File: config.mk
export PLATFORM = sky130hd
export DESIGN_NAME = output_write_buffer_flat
export DESIGN_NICKNAME = d
export VERILOG_FILES = /design/src/rtl/output_write_buffer_if.sv /design/src/rtl/output_write_buffer.sv /design/src/flat_wrapper.sv
export SDC_FILE = /design/constraint.sdc
export NUM_CORES = 1
export LEC_CHECK = 0
export CAP_MARGIN = 30
export CORE_MARGIN = 2
export CORE_UTILIZATION = 42
export DETAILED_ROUTE_END_ITERATION = 8
export GPL_TIMING_DRIVEN = 1
export REMOVE_ABC_BUFFERS = 1
export SETUP_SLACK_MARGIN = 0.3
export SYNTH_ARGS = -nofsm -noshare
export SYNTH_HDL_FRONTEND = slang
export SYNTH_SLANG_ARGS = --single-unit
export TNS_END_PERCENT = 10
File: constraint.sdc
create_clock -name clk -period 3.3 [get_ports clk]
set_input_delay 0.66 -clock clk [delete_from_list [all_inputs] [get_ports clk]]
set_output_delay 0.66 -clock clk [all_outputs]
set_load 0.02 [all_outputs]
File: src/rtl/output_write_buffer_if.sv
// Tile write-buffer bundle: upstream beat handshake, tile control/status, memory write port.
// master drives beats, start and grants; slave is the buffer.
interface output_write_buffer_if #(
  parameter int DATA_WIDTH = 16,
  parameter int MEM_BW     = 8,
  parameter int ADDR_WIDTH = 16
);
  logic                         start;
  logic [ADDR_WIDTH-1:0]        base_addr;
  logic                         in_valid;
  logic                         in_ready;
  logic [MEM_BW*DATA_WIDTH-1:0] in_data;
  logic                         mem_req;
  logic                         mem_gnt;
  logic [ADDR_WIDTH-1:0]        mem_addr;
  logic [MEM_BW*DATA_WIDTH-1:0] mem_wdata;
  logic                         busy;
  logic                         done;

  modport master (
    output start, base_addr, in_valid, in_data, mem_gnt,
    input  in_ready, mem_req, mem_addr, mem_wdata, busy, done
  );

  modport slave (
    input  start, base_addr, in_valid, in_data, mem_gnt,
    output in_ready, mem_req, mem_addr, mem_wdata, busy, done
  );
endinterface

File: src/rtl/output_write_buffer.sv
// Buffers one tile of TILE_BEATS beats through a FIFO_DEPTH FIFO into sequential memory writes; push-to-req latency 1 cycle.
// Backpressure: in_ready drops on registered FIFO-full or tile complete; mem_req/addr/wdata hold until mem_gnt.
module output_write_buffer #(
  parameter int DATA_WIDTH = 16,
  parameter int MEM_BW     = 8,
  parameter int ADDR_WIDTH = 16,
  parameter int FIFO_DEPTH = 4,
  parameter int TILE_BEATS = 32
) (
  input  logic                   clk,
  input  logic                   rst_n,
  output_write_buffer_if.slave   bus
);
  localparam int BEAT_W = MEM_BW * DATA_WIDTH;
  localparam int PTR_W  = $clog2(FIFO_DEPTH);
  localparam int OCC_W  = PTR_W + 1;
  localparam int CNT_W  = $clog2(TILE_BEATS) + 1;

  localparam logic [OCC_W-1:0]      DEPTH_OCC = OCC_W'(FIFO_DEPTH);
  localparam logic [CNT_W-1:0]      TILE_CNT  = CNT_W'(TILE_BEATS);
  localparam logic [CNT_W-1:0]      LAST_CNT  = CNT_W'(TILE_BEATS - 1);
  localparam logic [ADDR_WIDTH-1:0] STRIDE    = ADDR_WIDTH'(MEM_BW);

  typedef enum logic [1:0] {
    IDLE  = 2'd0,
    RUN   = 2'd1,
    DRAIN = 2'd2,
    DONE  = 2'd3
  } state_t;

  state_t state_q;
  state_t state_d;

  logic [ADDR_WIDTH-1:0] base_q;
  logic [CNT_W-1:0]      acc_cnt;
  logic [CNT_W-1:0]      iss_cnt;

  logic [BEAT_W-1:0]     fifo_mem [FIFO_DEPTH];
  logic [PTR_W-1:0]      wr_ptr;
  logic [PTR_W-1:0]      rd_ptr;
  logic [OCC_W-1:0]      occ;
  logic [OCC_W-1:0]      occ_nxt;
  logic                  full_q;
  logic                  empty_q;

  logic                  active;
  logic                  push;
  logic                  pop;
  logic                  start_acc;

  // Handshake qualifiers; in_ready looks only at registered flags so a pop never frees a slot early.
  assign active    = (state_q == RUN) || (state_q == DRAIN);
  assign start_acc = (state_q == IDLE) && bus.start;

  assign bus.in_ready  = (state_q == RUN) && !full_q && (acc_cnt < TILE_CNT);
  assign bus.mem_req   = active && !empty_q;
  assign bus.mem_wdata = fifo_mem[rd_ptr];
  assign bus.mem_addr  = base_q + (ADDR_WIDTH'(iss_cnt) * STRIDE);
  assign bus.busy      = active;
  assign bus.done      = (state_q == DONE);

  assign push = bus.in_valid && bus.in_ready;
  assign pop  = bus.mem_req && bus.mem_gnt;

  always_comb begin
    occ_nxt = occ;
    if (push && !pop) begin
      occ_nxt = occ + 1'b1;
    end else if (pop && !push) begin
      occ_nxt = occ - 1'b1;
    end
  end

  always_ff @(posedge clk or negedge rst_n) begin
    if (!rst_n) begin
      wr_ptr  <= '0;
      rd_ptr  <= '0;
      occ     <= '0;
      full_q  <= 1'b0;
      empty_q <= 1'b1;
      for (int i = 0; i < FIFO_DEPTH; i++) begin
        fifo_mem[i] <= '0;
      end
    end else begin
      if (push) begin
        fifo_mem[wr_ptr] <= bus.in_data;
        wr_ptr           <= wr_ptr + 1'b1;
      end
      if (pop) begin
        rd_ptr <= rd_ptr + 1'b1;
      end
      occ     <= occ_nxt;
      full_q  <= (occ_nxt == DEPTH_OCC);
      empty_q <= (occ_nxt == '0);
    end
  end

  always_ff @(posedge clk or negedge rst_n) begin
    if (!rst_n) begin
      base_q  <= '0;
      acc_cnt <= '0;
      iss_cnt <= '0;
    end else if (start_acc) begin
      base_q  <= bus.base_addr;
      acc_cnt <= '0;
      iss_cnt <= '0;
    end else begin
      if (push) begin
        acc_cnt <= acc_cnt + 1'b1;
      end
      if (pop) begin
        iss_cnt <= iss_cnt + 1'b1;
      end
    end
  end

  always_ff @(posedge clk or negedge rst_n) begin
    if (!rst_n) begin
      state_q <= IDLE;
    end else begin
      state_q <= state_d;
    end
  end

  // DRAIN exits on the registered issue count, so it is always occupied for at least one cycle.
  always_comb begin
    state_d = state_q;
    unique case (state_q)
      IDLE: begin
        if (bus.start) begin
          state_d = RUN;
        end
      end
      RUN: begin
        if (push && (acc_cnt == LAST_CNT)) begin
          state_d = DRAIN;
        end
      end
      DRAIN: begin
        if (iss_cnt == TILE_CNT) begin
          state_d = DONE;
        end
      end
      DONE: begin
        state_d = IDLE;
      end
      default: begin
        state_d = IDLE;
      end
    endcase
  end

  a_no_overissue: assert property (@(posedge clk) disable iff (!rst_n)
    iss_cnt <= acc_cnt);

  a_stall_stable: assert property (@(posedge clk) disable iff (!rst_n)
    (bus.mem_req && !bus.mem_gnt) |=>
      (bus.mem_req && $stable(bus.mem_addr) && $stable(bus.mem_wdata)));

  a_done_pulse: assert property (@(posedge clk) disable iff (!rst_n)
    bus.done |=> !bus.done);

endmodule
File: src/flat_wrapper.sv
// flat-port wrapper written by rule: the top's interface ports become plain ports
module output_write_buffer_flat 
#(
  parameter int DATA_WIDTH = 16,
  parameter int MEM_BW     = 8,
  parameter int ADDR_WIDTH = 16,
  parameter int FIFO_DEPTH = 4,
  parameter int TILE_BEATS = 32
)
  (clk, rst_n, bus_start, bus_base_addr, bus_in_valid, bus_in_data, bus_mem_gnt, bus_in_ready, bus_mem_req, bus_mem_addr, bus_mem_wdata, bus_busy, bus_done);
  output_write_buffer_if #(.DATA_WIDTH(DATA_WIDTH), .MEM_BW(MEM_BW), .ADDR_WIDTH(ADDR_WIDTH)) bus_i ();
  input  logic clk;
  input  logic rst_n;
  input wire logic [$bits(bus_i.start)-1:0] bus_start;
  input wire logic [$bits(bus_i.base_addr)-1:0] bus_base_addr;
  input wire logic [$bits(bus_i.in_valid)-1:0] bus_in_valid;
  input wire logic [$bits(bus_i.in_data)-1:0] bus_in_data;
  input wire logic [$bits(bus_i.mem_gnt)-1:0] bus_mem_gnt;
  output wire logic [$bits(bus_i.in_ready)-1:0] bus_in_ready;
  output wire logic [$bits(bus_i.mem_req)-1:0] bus_mem_req;
  output wire logic [$bits(bus_i.mem_addr)-1:0] bus_mem_addr;
  output wire logic [$bits(bus_i.mem_wdata)-1:0] bus_mem_wdata;
  output wire logic [$bits(bus_i.busy)-1:0] bus_busy;
  output wire logic [$bits(bus_i.done)-1:0] bus_done;
  assign bus_i.start = bus_start;
  assign bus_i.base_addr = bus_base_addr;
  assign bus_i.in_valid = bus_in_valid;
  assign bus_i.in_data = bus_in_data;
  assign bus_i.mem_gnt = bus_mem_gnt;
  assign bus_in_ready = bus_i.in_ready;
  assign bus_mem_req = bus_i.mem_req;
  assign bus_mem_addr = bus_i.mem_addr;
  assign bus_mem_wdata = bus_i.mem_wdata;
  assign bus_busy = bus_i.busy;
  assign bus_done = bus_i.done;
  output_write_buffer #(.DATA_WIDTH(DATA_WIDTH), .MEM_BW(MEM_BW), .ADDR_WIDTH(ADDR_WIDTH), .FIFO_DEPTH(FIFO_DEPTH), .TILE_BEATS(TILE_BEATS)) u_core (.clk(clk), .rst_n(rst_n), .bus(bus_i));
endmodule
-- Word-level counts from Yosys, hierarchy flattened
Index checks and enable logic that the tools add are counted.
- bits in registers: 551
- bits in latches: 0
- RAM bits: 0
- memory bits (read-only): 0
- input port bits: 149
- output and inout port bits: 148
- logic and storage cells: 71
- memories: 0
- $add $sub $neg: 7
- multipliers: 0
- div/mod/pow operators: 0
- $lt $le $gt $ge: 4
- eq/ne operators: 9
- shifts and indexed selects: 0
- mux-type cells: 16
- bitwise logic cells: 2
- reductions and logical operators: 20
- operators with widths (cell ; number):
    512-bit bitwise mux ; 1
    128-bit two-way mux ; 3
    128-bit binary-select mux with 2-bit select ; 1
    128-bit demux with 2-bit select ; 1
    6-bit two-way mux ; 4
    16-bit by 9-bit adder with 16-bit output ; 1
    6-bit by 1-bit adder with 6-bit output (second input constant) ; 2
    1-bit logical AND ; 10
    2-bit case mux with 4 select lines ; 1
    6-bit by 5-bit == test with 1-bit output (second input constant) ; 1
    6-bit == test (second input constant) ; 1
    3-bit greater-or-equal comparator (second input constant) ; 2
    6-bit less-than comparator (second input constant) ; 1
    2-bit two-way mux ; 3
    3-bit two-way mux ; 2
    2-bit != test (second input constant) ; 3
    2-bit inverter with 3-bit output ; 2
    2-bit by 1-bit adder with 2-bit output (second input constant) ; 2
    2-bit == test (second input constant) ; 2
    1-bit logical NOT ; 4
    2-bit nonzero test ; 2
    3-bit by 1-bit adder with 3-bit output (second input constant) ; 1
    3-bit == test (second input constant) ; 1
    3-bit logical NOT ; 1
    other kinds (6) ; 6

-- Logic depth before layout (Yosys ltp)
- depth in word-level cells: 9
- gate-level depth with buffers: 8
- mapped depth without buffers: 7

-- Least setup slack after synthesis
OpenSTA, ideal clock, no wires.
- path type: reg2out
- start point: reg u_core.iss_cnt[0]
- end point: out bus_mem_addr[11]
- data arrival time: 2.008 ns
- data required time: 2.640 ns
- slack: 0.632 ns
- stages on the path, launching flop included: 8
- buffers on the path: 0
- path through: dfrtp_1 > ha_1 > inv_1 > fa_1 > nor2b_1 > o31a_1 > or4b_2 > nand3_1
- word-level cells in the longest chain between the ends: 1
- ends and longest elaborated chain (item ; RTL line ; text):
    from (decl) ; output_write_buffer.sv:36 ; logic [CNT_W-1:0] iss_cnt;
    from (signal assigned) ; output_write_buffer.sv:112 ; iss_cnt <= iss_cnt + 1'b1;
    16-bit by 9-bit adder with 16-bit output ; output_write_buffer.sv:58 ; assign bus.mem_addr = base_q + (ADDR_WIDTH'(iss_cnt) * STRIDE);
    to (decl) ; flat_wrapper.sv:21 ; output wire logic [$bits(bus_i.mem_addr)-1:0] bus_mem_addr;
Every way passes these cells.

-- Worst setup path after layout
- start point: reg u_core.base_q[3]
- end point: out bus_mem_addr[9]
- word-level cells in the longest chain between the ends: 1
- ends and longest elaborated chain (item ; RTL line ; text):
    from (decl) ; output_write_buffer.sv:34 ; logic [ADDR_WIDTH-1:0] base_q;
    from (signal assigned) ; output_write_buffer.sv:104 ; base_q <= bus.base_addr;
    16-bit by 9-bit adder with 16-bit output ; output_write_buffer.sv:58 ;
Every way passes these cells.

==> results.ini <==
[critical_path]
startpoint_type = flip-flop
worst-endpoint-required_ps = 2640
arrival_ps = 2600
worst_r2r_startpoint = u_core.state_q[1]
criticalPathCategory = reg -> out
reg2reg_to = u_core.state_q[1]
worst-r2r-cell-count = 7
rrSetupSlack_ps = 910
worstPathMaxFanout = 7
worst_setup_path_end_kind = output pin

[run_status]
outcome = completed

[synthesis]
netlist_area_um2 = 24300
count_of_different_cell_masters_after_synthesis = 42
synth_top_area_cell = sky130_fd_sc_hd__dfrtp_1
postSynth.topFlopCell = sky130_fd_sc_hd__dfrtp_1
yosys_warnings = 0
synthArstFlopShare_pct = 100
syn-instance-count = 1466
share_of_the_yosys_chip_area_belonging_to_registers_pct = 56.7
synth_edf_count = 0
synth_area_per_cell_um2 = 16.6
ys_ff_latch = 551
area_contributors_post_synth = sky130_fd_sc_hd__dfrtp_1 57%, sky130_fd_sc_hd__mux2_2 24%, sky130_fd_sc_hd__mux4_2 12%
synthDominantCellAreaShare_pct = 56.6

[drt]
post_route_antenna_net_violation_count = 0
final_routed_drc_violation_total = 0
routed_wl_mm = 55.3
detail_route.wl_per_cell_um = 21.1
via_count = 13848
dr.first_iter.drc_count = 467
vias_per_cell = 5.29
drtPass1Iterations = 4

[clock_network]
worst_skew_pair.late_latency_ps = 620
cts-root-to-sink-buffers = 3
clock_tree.root_cell = sky130_fd_sc_hd__clkbuf_16
clk_pin_slew_ps = 60
clock-sinks = 551
cts_inserted_buffers = 60
clock_tree_from_tritoncts = yes
clock_tree.htree_level_count = 2

[sta]
hold_ws_ps = 8.26
slew_headroom_pct = 55.2
min_period_ps = 3260
achievable-frequency_mhz = 307
period_share_pct = 98.6
worst_slew_pin_slew_ps = 672
maxSlewViolCount = 0
clock-skew-final_ps = 19.2
finalHoldViolations = 0
finalSetupViolCount = 0
grt_setup_unrepaired = true

[hold_path]
min-delay-path-class = in -> async

[global_route]
grt_pass1_wl_mm = 88.1
grt_start_max_net_pins = 74
antenna_found_initial = 5
track_usage_pct = 18.7
grt_pass1_vias = 15351
overflow = 0

[die]
fp.dieArea_um2 = 59800
core.rowCount = 88
floorplan.core_area_um2 = 57500
effective_utilization_at_floorplan_pct = 42.3
fp.dieW_um = 245
ios = 297
chipHeight_um = 245

[place]
gp_routability_congestion = 0.793
io_buffer_count = 296
dpl.hpwl_mm = 34.7
place_area_um2 = 28400
placedCellCount = 2483

[final_layout]
final_common_cell = sky130_fd_sc_hd__dfrtp_1
layout.cells.non_filler = 2616
multi_input_comb_area_um2 = 10100
layout.area.seq_um2 = 13800
fillerInstances = 4819
post_route_cells_drive_above_1_share_pct = 50.8
final_nets = 1971
finalInstanceArea_um2 = 30500
most-common-layout-cells = 548 x sky130_fd_sc_hd__dfrtp_1, 527 x sky130_fd_sc_hd__mux2_2, 153 x sky130_fd_sc_hd__clkdlybuf4s50_1
synthToLayoutAreaGrowth_pct = 25.3

[job]
maxcap_violations = 0

[power_and_ir_drop]
power.density_cell_area_nw_per_um2 = 1100
worst_ir_drop_vdd_mv = 0.573
leakage_nw = 13.1

critical path: stages (launching register included):
cell and delay (ps):
sky130_fd_sc_hd__dfrtp_1 380, sky130_fd_sc_hd__ha_2 200, sky130_fd_sc_hd__inv_2 50, sky130_fd_sc_hd__fa_2 200
sky130_fd_sc_hd__nor2b_2 50, sky130_fd_sc_hd__o31a_1 340, sky130_fd_sc_hd__or4b_4 570, sky130_fd_sc_hd__nand3_2 90
sky130_fd_sc_hd__buf_6 110
stage by stage:
step | total power, W | worst slack [ps] | util [%] | TNS (ps)
2_1_floorplan | 0.0212 | -3070 | - | -997730
3_3_place_gp | 0.0275 | 80.9 | 49.4 | 0
3_5_place_dp | 0.0278 | 54.7 | 49.4 | 0
4_1_cts | 0.0338 | -4.66 | 52.9 | -4.66
5_1_grt | 0.0354 | -67.0 | 53.0 | -187
6_report | 0.0335 | 44.7 | 53.0 | 0
final cells by class:
type	count	share of cell area, %
sequential	551	45.3
multi-input combinational	809	33.0
timing repair buffer	367	12.0
clock buffer	95	5.89
tap	765	3.14
clock inverter	15	0.534
inverter	12	0.148
antenna	2	0.0164
synth_stat cells, types with 2 or more instances:
| cell type | number |
|---|---|
| sky130_fd_sc_hd__nand2_1 | 24 |
| sky130_fd_sc_hd__a21oi_1 | 7 |
| sky130_fd_sc_hd__mux4_2 | 128 |
| sky130_fd_sc_hd__nor2b_1 | 4 |
| sky130_fd_sc_hd__nor2_1 | 16 |
| sky130_fd_sc_hd__buf_4 | 47 |
| sky130_fd_sc_hd__and3_1 | 2 |
| sky130_fd_sc_hd__a31oi_1 | 3 |
| sky130_fd_sc_hd__nand3_1 | 7 |
| sky130_fd_sc_hd__nor3b_1 | 7 |
| sky130_fd_sc_hd__buf_2 | 28 |
| sky130_fd_sc_hd__nand4_1 | 6 |
| sky130_fd_sc_hd__or4b_2 | 3 |
| sky130_fd_sc_hd__a211oi_1 | 2 |
| sky130_fd_sc_hd__mux2i_1 | 2 |
| sky130_fd_sc_hd__and2_1 | 6 |
| sky130_fd_sc_hd__ha_1 | 20 |
| sky130_fd_sc_hd__dfrtp_1 | 550 |
| sky130_fd_sc_hd__o21ai_0 | 8 |
| sky130_fd_sc_hd__nand3b_1 | 2 |
| sky130_fd_sc_hd__clkbuf_1 | 14 |
| sky130_fd_sc_hd__inv_1 | 12 |
| sky130_fd_sc_hd__o211ai_1 | 2 |
| sky130_fd_sc_hd__xor2_1 | 7 |
| sky130_fd_sc_hd__xnor2_1 | 12 |
| sky130_fd_sc_hd__mux2_2 | 527 |
| sky130_fd_sc_hd__buf_1 | 5 |
flip-flops by register name, indices dropped and copies added, names as in the netlist:
| signal | cells |
|---|---|
| u_core.iss_cnt | 6 |
| u_core.base_q | 16 |
| u_core.rd_ptr | 2 |
| u_core.occ | 3 |
| u_core.fifo_mem | 512 |
| u_core.wr_ptr | 2 |
| u_core.state_q | 2 |
| u_core.empty_q | 1 |
| u_core.full_q | 1 |
| u_core.acc_cnt | 6 |
worst max path at each step:
stage / start / endpoint / slack (ps) / cells past startpoint
floorplan: u_core.rd_ptr[0] / bus_mem_wdata[0] / -3070 / 1
global placement: u_core.iss_cnt[0] / bus_mem_addr[9] / 80 / 8
detailed placement: u_core.iss_cnt[0] / bus_mem_addr[13] / 50 / 8
CTS: u_core.iss_cnt[0] / bus_mem_addr[13] / -5 / 8
global route: u_core.iss_cnt[0] / bus_mem_addr[15] / -70 / 9
finish: u_core.base_q[3] / bus_mem_addr[9] / 40 / 8
power breakdown:
| group | internal, W | total [W] | switching (W) |
|---|---|---|---|
| Clock | 0.00394 | 0.00662 | 0.00268 |
| Sequential | 0.0102 | 0.0118 | 0.00166 |
| Combinational | 0.00812 | 0.0150 | 0.00690 |
| Total | 0.0222 | 0.0335 | 0.0113 |
routing by layer:
metal	global-route usage (%)	part of all wire, %	vias to the layer above
li1	-	-	6144
met1	24.7	43	7341
met2	31.0	49	270
met3	4.63	5.7	83
met4	4.82	2.0	10
met5	0	0.13	-
logic make-up after synthesis:
group                      count (synthesis)  share of synthesized area (%)
muxes                                    658                           36.4
DFF                                      551                           56.7
buffers and inverters                    106                           2.51
and+or+nand+nor                           82                           1.81
AOI/OAI and AO/OA                         29                          0.762
adders and majority gates                 21                           1.11
xor gates and xnor gates                  19                          0.685
what timing repair did:
item,CTS,global route
hold buffers,0,0
buffers inserted,15,5
pin swaps,3,11
resized for setup,410,75
gates cloned,1,0
endpoints found under the setup margin,137,60
No activity file was read; power rests on OpenSTA's default activity.
